`config.mk`:
```
export PLATFORM = sky130hd
export DESIGN_NAME = fifo_burst_reader_flat
export DESIGN_NICKNAME = d
export VERILOG_FILES = /design/src/rtl/libfifo_pkg.sv /design/src/rtl/fifoConnect.sv /design/src/rtl/stream_skid_buffer.sv /design/src/rtl/fifo_burst_reader.sv /design/src/flat_wrapper.sv
export SDC_FILE = /design/constraint.sdc
export NUM_CORES = 1
export LEC_CHECK = 0
export BUFFER_PORTS_ARGS = -buffer_cell sky130_fd_sc_hd__buf_2
export CAP_MARGIN = 25
export CORE_UTILIZATION = 46
export DETAILED_ROUTE_END_ITERATION = 12
export PLACE_DENSITY = 0.73
export SKIP_CTS_REPAIR_TIMING = 1
export SYNTH_ARGS = -nofsm -noshare
export SYNTH_HDL_FRONTEND = slang
export SYNTH_SLANG_ARGS = --single-unit
```
`constraint.sdc`:
```
create_clock -name clk -period 3.9 [get_ports clk]
set_clock_uncertainty 0.05 [all_clocks]
set_input_delay 0.585 -clock clk [delete_from_list [all_inputs] [get_ports clk]]
set_output_delay 0.585 -clock clk [all_outputs]
set_load 0.03 [all_outputs]
```
`src/rtl/libfifo_pkg.sv`:
```
// Shared fifo types plus the burst reader's state encoding and helper.
package libfifo_pkg;

  // Fifo occupancy flags; the level itself travels separately since its width follows DEPTH
  typedef struct packed {
    logic full;
    logic empty;
  } fill_status_t;

  typedef enum logic {
    IDLE  = 1'b0,
    BURST = 1'b1
  } burst_state_t;

  // Number of words the next burst will move: whatever is buffered, capped at the burst length
  function automatic int unsigned min_fill(input int unsigned avail, input int unsigned burst_len);
    return (avail < burst_len) ? avail : burst_len;
  endfunction

endpackage

```
`src/rtl/fifoConnect.sv`:
```
// Connection bundle between a fifo core and its reader/writer.
interface fifoConnect
  import libfifo_pkg::*;
#(
  parameter int WIDTH = 32,
  parameter int DEPTH = 32
);
  localparam int LW = (DEPTH > 1) ? $clog2(DEPTH) : 1;

  logic             read;
  logic             write;
  logic [WIDTH-1:0] datain;
  logic [WIDTH-1:0] dataout;
  fill_status_t     fillStatus;
  // Wraps to 0 when the fifo holds exactly DEPTH words; full disambiguates
  logic [LW-1:0]    fillLevel;

  modport reader (output read, output write, output datain,
                  input dataout, input fillStatus, input fillLevel);

  modport core (input read, input write, input datain,
                output dataout, output fillStatus, output fillLevel);

endinterface

```
`src/rtl/stream_skid_buffer.sv`:
```
// Two-entry valid/ready register slice. in_ready comes straight from a register so the
// upstream pop decision never depends combinationally on out_ready.
module stream_skid_buffer #(
  parameter int DATA_W = 33
) (
  input  logic              clk,
  input  logic              reset,
  input  logic              in_valid,
  input  logic [DATA_W-1:0] in_data,
  output logic              in_ready,
  output logic              out_valid,
  output logic [DATA_W-1:0] out_data,
  input  logic              out_ready
);

  logic              vld_p0;
  logic              vld_p1;
  logic [DATA_W-1:0] data_p0;
  logic [DATA_W-1:0] data_p1;
  logic              push;
  logic              pop;

  assign in_ready  = !vld_p1;
  assign out_valid = vld_p0;
  assign out_data  = data_p0;
  assign push      = in_valid && !vld_p1;
  assign pop       = vld_p0 && out_ready;

  // Occupancy: p0 is the presented head, p1 the spare that absorbs a word while stalled
  always_ff @(posedge clk) begin
    if (reset) begin
      vld_p0 <= 1'b0;
      vld_p1 <= 1'b0;
    end else begin
      vld_p0 <= vld_p1 || push || (vld_p0 && !pop);
      vld_p1 <= (vld_p1 && !pop) || (vld_p0 && !pop && push);
    end
  end

  // Head word: only moves when it is free or being taken, so it stays put while stalled
  always_ff @(posedge clk) begin
    if (reset) begin
      data_p0 <= '0;
    end else if ((!vld_p0 || pop) && (vld_p1 || push)) begin
      data_p0 <= vld_p1 ? data_p1 : in_data;
    end
  end

  // Spare word: captured only when the head is occupied and not leaving
  always_ff @(posedge clk) begin
    if (push && vld_p0 && !pop) begin
      data_p1 <= in_data;
    end
  end

endmodule

```
`src/rtl/fifo_burst_reader.sv`:
```
// Pops a fifo in bursts and emits them as a last-tagged valid/ready stream.
// A burst starts on a full burst's worth of data, an idle timeout with a partial fill, or flush.
module fifo_burst_reader
  import libfifo_pkg::*;
#(
  parameter int WIDTH     = 32,
  parameter int DEPTH     = 32,
  parameter int BURST_LEN = 8,
  parameter int TIMEOUT   = 64,
  parameter int CNTBITS   = 16
) (
  input  logic               clk,
  input  logic               reset,
  fifoConnect.reader         link,
  input  logic               flush,
  output logic [WIDTH-1:0]   m_data,
  output logic               m_valid,
  output logic               m_last,
  input  logic               m_ready,
  output logic               busy,
  output logic [CNTBITS-1:0] burst_count
);

  localparam int AW = $clog2(DEPTH + 1);
  localparam int LW = $clog2(BURST_LEN + 1);
  localparam int TW = (TIMEOUT > 1) ? $clog2(TIMEOUT) : 1;
  localparam logic [TW-1:0] TMO_LAST = TW'((TIMEOUT > 0) ? TIMEOUT - 1 : 0);

  burst_state_t   state;
  logic [TW-1:0]  timer;
  logic [LW-1:0]  words_left;
  logic [AW-1:0]  avail;
  logic           timeout_hit;
  logic           start_burst;
  logic           pop;
  logic           in_ready;
  logic [WIDTH:0] skid_out;

  // A full fifo reports a wrapped level, so full stands in for DEPTH
  assign avail       = link.fillStatus.full ? AW'(DEPTH) : AW'(link.fillLevel);
  assign timeout_hit = (TIMEOUT != 0) && (timer == TMO_LAST) && (avail != '0);
  assign start_burst = (avail >= AW'(BURST_LEN)) || (flush && (avail != '0)) || timeout_hit;

  assign pop          = (state == BURST) && in_ready && !link.fillStatus.empty &&
                        (words_left != '0) && !reset;
  assign link.read    = pop;
  assign link.write   = 1'b0;
  assign link.datain  = '0;

  // Burst control: launch decision in IDLE, word countdown and completion count in BURST
  always_ff @(posedge clk) begin
    if (reset) begin
      state       <= IDLE;
      busy        <= 1'b0;
      timer       <= '0;
      words_left  <= '0;
      burst_count <= '0;
    end else begin
      case (state)
        IDLE: begin
          if (start_burst) begin
            state      <= BURST;
            busy       <= 1'b1;
            timer      <= '0;
            words_left <= LW'(min_fill(int'(avail), BURST_LEN));
          end else if ((avail == '0) || (TIMEOUT == 0)) begin
            timer <= '0;
          end else begin
            timer <= timer + TW'(1);
          end
        end
        BURST: begin
          if (pop) begin
            words_left <= words_left - LW'(1);
            if (words_left == LW'(1)) begin
              state       <= IDLE;
              busy        <= 1'b0;
              burst_count <= burst_count + CNTBITS'(1);
            end
          end
        end
        default: begin
          state <= IDLE;
          busy  <= 1'b0;
        end
      endcase
    end
  end

  stream_skid_buffer #(
    .DATA_W (WIDTH + 1)
  ) u_skid (
    .clk       (clk),
    .reset     (reset),
    .in_valid  (pop),
    .in_data   ({link.dataout, (words_left == LW'(1))}),
    .in_ready  (in_ready),
    .out_valid (m_valid),
    .out_data  (skid_out),
    .out_ready (m_ready)
  );

  assign m_data = skid_out[WIDTH:1];
  assign m_last = skid_out[0];

endmodule

```
`src/flat_wrapper.sv`:
```
// flat-port wrapper written by rule: the top's interface ports become plain ports
module fifo_burst_reader_flat import libfifo_pkg::*;
#(
  parameter int WIDTH     = 32,
  parameter int DEPTH     = 32,
  parameter int BURST_LEN = 8,
  parameter int TIMEOUT   = 64,
  parameter int CNTBITS   = 16
)
  (clk, reset, flush, m_data, m_valid, m_last, m_ready, busy, burst_count, link_read, link_write, link_datain, link_dataout, link_fillStatus, link_fillLevel);
  fifoConnect #(.WIDTH(WIDTH), .DEPTH(DEPTH)) link_i ();
  input  logic clk;
  input  logic reset;
  input  logic flush;
  output logic [WIDTH-1:0] m_data;
  output logic m_valid;
  output logic m_last;
  input  logic m_ready;
  output logic busy;
  output logic [CNTBITS-1:0] burst_count;
  output wire logic [$bits(link_i.read)-1:0] link_read;
  output wire logic [$bits(link_i.write)-1:0] link_write;
  output wire logic [$bits(link_i.datain)-1:0] link_datain;
  input wire logic [$bits(link_i.dataout)-1:0] link_dataout;
  input wire logic [$bits(link_i.fillStatus)-1:0] link_fillStatus;
  input wire logic [$bits(link_i.fillLevel)-1:0] link_fillLevel;
  assign link_read = link_i.read;
  assign link_write = link_i.write;
  assign link_datain = link_i.datain;
  assign link_i.dataout = link_dataout;
  assign link_i.fillStatus = link_fillStatus;
  assign link_i.fillLevel = link_fillLevel;
  fifo_burst_reader #(.WIDTH(WIDTH), .DEPTH(DEPTH), .BURST_LEN(BURST_LEN), .TIMEOUT(TIMEOUT), .CNTBITS(CNTBITS)) u_core (.clk(clk), .reset(reset), .link(link_i), .flush(flush), .m_data(m_data), .m_valid(m_valid), .m_last(m_last), .m_ready(m_ready), .busy(busy), .burst_count(burst_count));
endmodule
```
==> results.yml <==
global_route:
  grt_usage: 0.198
  grt_max_degree: 65
  grt_pass1_vias: 3083
  grt_overflow_total: 0
  antenna_found_initial: 0
  grt_pass1_wl_mm: 15.3
clock_network:
  clkSinkCount: 96
  clkTransAtPathRegs_ns: 0.09
  cts_tree: "built"
  cts_made_buffers: 9
  root_buffer: "clkbuf_8"
  clockBufferDepth: 2
  clk_latency_ns: 0.36
  cts_htree_levels: 3
sta:
  final_max_slew_viol_count: 0
  whs_ns: 0.358
  relSlewSlack: 0.520
  fin_setup_tns_ns: 0
  fin_crit_sh: 0.733
  rsz0062_at_grt: "no"
  fin_crit_ns: 2.86
  worst_pin_slew_ns: 0.713
  max_freq_mhz: 350
  setup_viol: 0
  hold_viol: 0
critical_path:
  worstPathMaxFanout: 19
  cp.required_ns: 4.10
  path_class: "reg2reg"
  end_kind: "flop"
  crit_arrival_ns: 3.06
  worstSetupStartpointType: "flop"
  cp_slowest_cell: "or4_1"
  critical_path.max_stage_delay_ns: 0.85
  crit_path_cell_trace: "or4b_1 -> or4_1 -> nor4_1 -> mux2_2"
run:
  cap_viol_max_count: 0
route:
  drtAntennaViolNets: 0
  met2WireLength_mm: 4.35
  drc_errors: 2
  via_count: 3314
  drt-initial-drc-count: 142
  avgRoutedWirePerCell_um: 15.5
  vias_per_cell: 5.56
  wl_mm: 9.21
  routed.top_layer: "met4"
  route.layer.met1.wl_mm: 4.14
  first_pass_iters: 13
  wl_met3_um: 641
finish:
  antenna_cells: 0
  drive_above_1_share: 0.254
  area_growth_syn_to_layout_pct: 14.3
  fillers: 822
  layout.nets: 531
placed_design:
  portBuffers: 94
  dp_hpwl_mm: 6.02
  gp_congestion: 0.794
yosys:
  synth_flop_cell: "dfxtp_1"
  synth_top_area_share: 0.296
  synthMuxAreaShare: 0.0855
  synth_fa_ha_area_frac: 0.0118
  yosys.area.top_type: "dfxtp_1"
  synth_seq_cells: 96
  synth_top_cells_by_area: "dfxtp_1 30%, edfxtp_1 23%, mux2i_1 7.8%"
  async_flop_share: 0
  avgSynthCellArea_um2: 10.7
  synthSimpleGateAreaFrac: 0.0952
  yosys_warnings: 0
  synth_compound_area_frac: 0.174
  synth_cell_type_count: 53
  synth_area_um2: 4260
  synth_xor_area_frac: 0.0103
  synth_top_family_by_area: "compound AO/OA/AOI/OAI gates"
  yosysSeqAreaShare: 0.529
  synth_edf_count: 33
  synth_cells: 399
power:
  pwr-share-comb: 0.136
  ir_drop_v: 0.000204
  p_clk_frac: 0.304
  power.leakage_uw: 0.00183
  p_seq_frac: 0.561
  p_switching_uw: 550
  power_density_nw_per_um2: 395
  switching_share: 0.286
  internal-power_uw: 1370
floorplanning:
  coreArea_um2: 8850
  start_util: 0.481
  io_pins: 128
  die_w_um: 98.2
  die-height_um: 98.2
  num_rows: 34
  die-area_um2: 9650
outcome:
  status: "complete, but fails checks"
  violations: "DRC"
hold_path:
  hp-class: "in2reg"
-- logic make-up (layout without fill, tap and decap cells) --
kind of cell,after synthesis,in the layout
AOI/OAI and AO/OA,113,113
DFF,96,96
and+or+nand+nor,74,74
buffers and inverters,70,127
muxes,36,36
xor gates and xnor gates,5,5
adders and majority gates,4,4
other,1,33
-- placed cells by master, fill, tap and decap left out, types with 2 or more instances in the layout --
cell type	synthesis	final
buf_2	3	94
dfxtp_1	63	62
a21oi_1	46	46
a211oi_1	34	34
mux2i_1	33	33
conb_1	1	33
edfxtp_1	33	33
nor2_1	14	14
nand2_1	13	13
inv_1	11	11
or4_1	9	9
clkbuf_8	0	9
nand3_1	8	8
o31ai_1	7	7
buf_4	33	7
or3_1	5	5
nor4_1	5	5
o21ai_0	5	5
nand2b_1	4	4
o41ai_1	4	4
xnor2_1	4	4
ha_1	4	4
and2_1	3	3
and3_1	3	3
mux2_2	3	3
nor3_1	3	2
clkinvlp_4	0	2
clkinv_4	0	2
-- flip-flops by register name, summed over array words and instances, names as in the netlist --
register / count
u_core.u_skid.data_p1: 33
u_core.u_skid.out_valid: 1
u_core.state: 1
u_core.u_skid.vld_p1: 1
u_core.busy: 1
u_core.burst_count: 16
u_core.u_skid.out_data: 33
u_core.words_left: 4
u_core.timer: 6
-- final timing paths --
check,startpoint,end,slack (ns),depth (start not counted)
setup / recovery,u_core.state$_SDFF_PP0_,u_core.burst_count[15]$_SDFFE_PP0P_,1.04,4
hold / removal,link_dataout[19],u_core.u_skid.data_p1[20]$_DFFE_PP_,0.36,1
setup reg to reg,u_core.state$_SDFF_PP0_,u_core.burst_count[15]$_SDFFE_PP0P_,1.04,4
hold reg to reg,u_core.burst_count[14]$_SDFFE_PP0P_,u_core.burst_count[14]$_SDFFE_PP0P_,0.45,2
-- cells in the mapped netlist (all sizes together) (7+ instances only) --
| cell | instances |
|---|---|
| nand2 | 13 |
| o31ai | 7 |
| a211oi | 34 |
| buf | 38 |
| dfxtp | 63 |
| nand3 | 8 |
| clkbuf | 21 |
| a21oi | 46 |
| edfxtp | 33 |
| or4 | 9 |
| nor2 | 14 |
| mux2i | 33 |
| inv | 11 |
-- final cells by class --
type / count / area [um2] / share of cell area
well taps: 108 / 135 / 0.0278
inverters: 11 / 41.3 / 0.00848
multi-input cells: 265 / 1740 / 0.358
clock inverters: 6 / 46.3 / 0.00951
clock buffers: 9 / 124 / 0.0254
flip-flops and latches: 96 / 2250 / 0.463
repair buffers: 101 / 523 / 0.107
-- routing by layer --
metal,up-vias,GRT usage
met3,5,0.0666
met2,113,0.324
met1,1602,0.252
met5,-,0
li1,1594,-
met4,0,0.0482
-- power by group through the flow --
stage	Sequential (uW)	Combinational, uW	Clock, uW
6_report	1080	261	583
5_1_grt	1080	285	645
4_1_cts	1080	262	601
3_5_place_dp	1100	261	0
3_3_place_gp	1100	256	0
2_1_floorplan	1140	166	0
-- stage by stage --
step                setup slack, ns  cell area, um2  instances  power, uW  utilization
finish                         1.04            4870        596       1920        0.550
global route                  0.826            4870        596       2010        0.550
CTS                            1.01            4870        596       1940        0.550
detailed placement            0.758            4700        581       1360        0.531
global placement              0.826            4700        581       1360        0.531
floorplan                     0.827            4380        431       1310            -
-- critical path: cells and delay by family, from the launching register on --
kind / cells / cell delay, ns
mux: 1 / 0.37
flops: 1 / 0.45
simple gates: 3 / 1.88
Power figures use the tool's default switching activity.
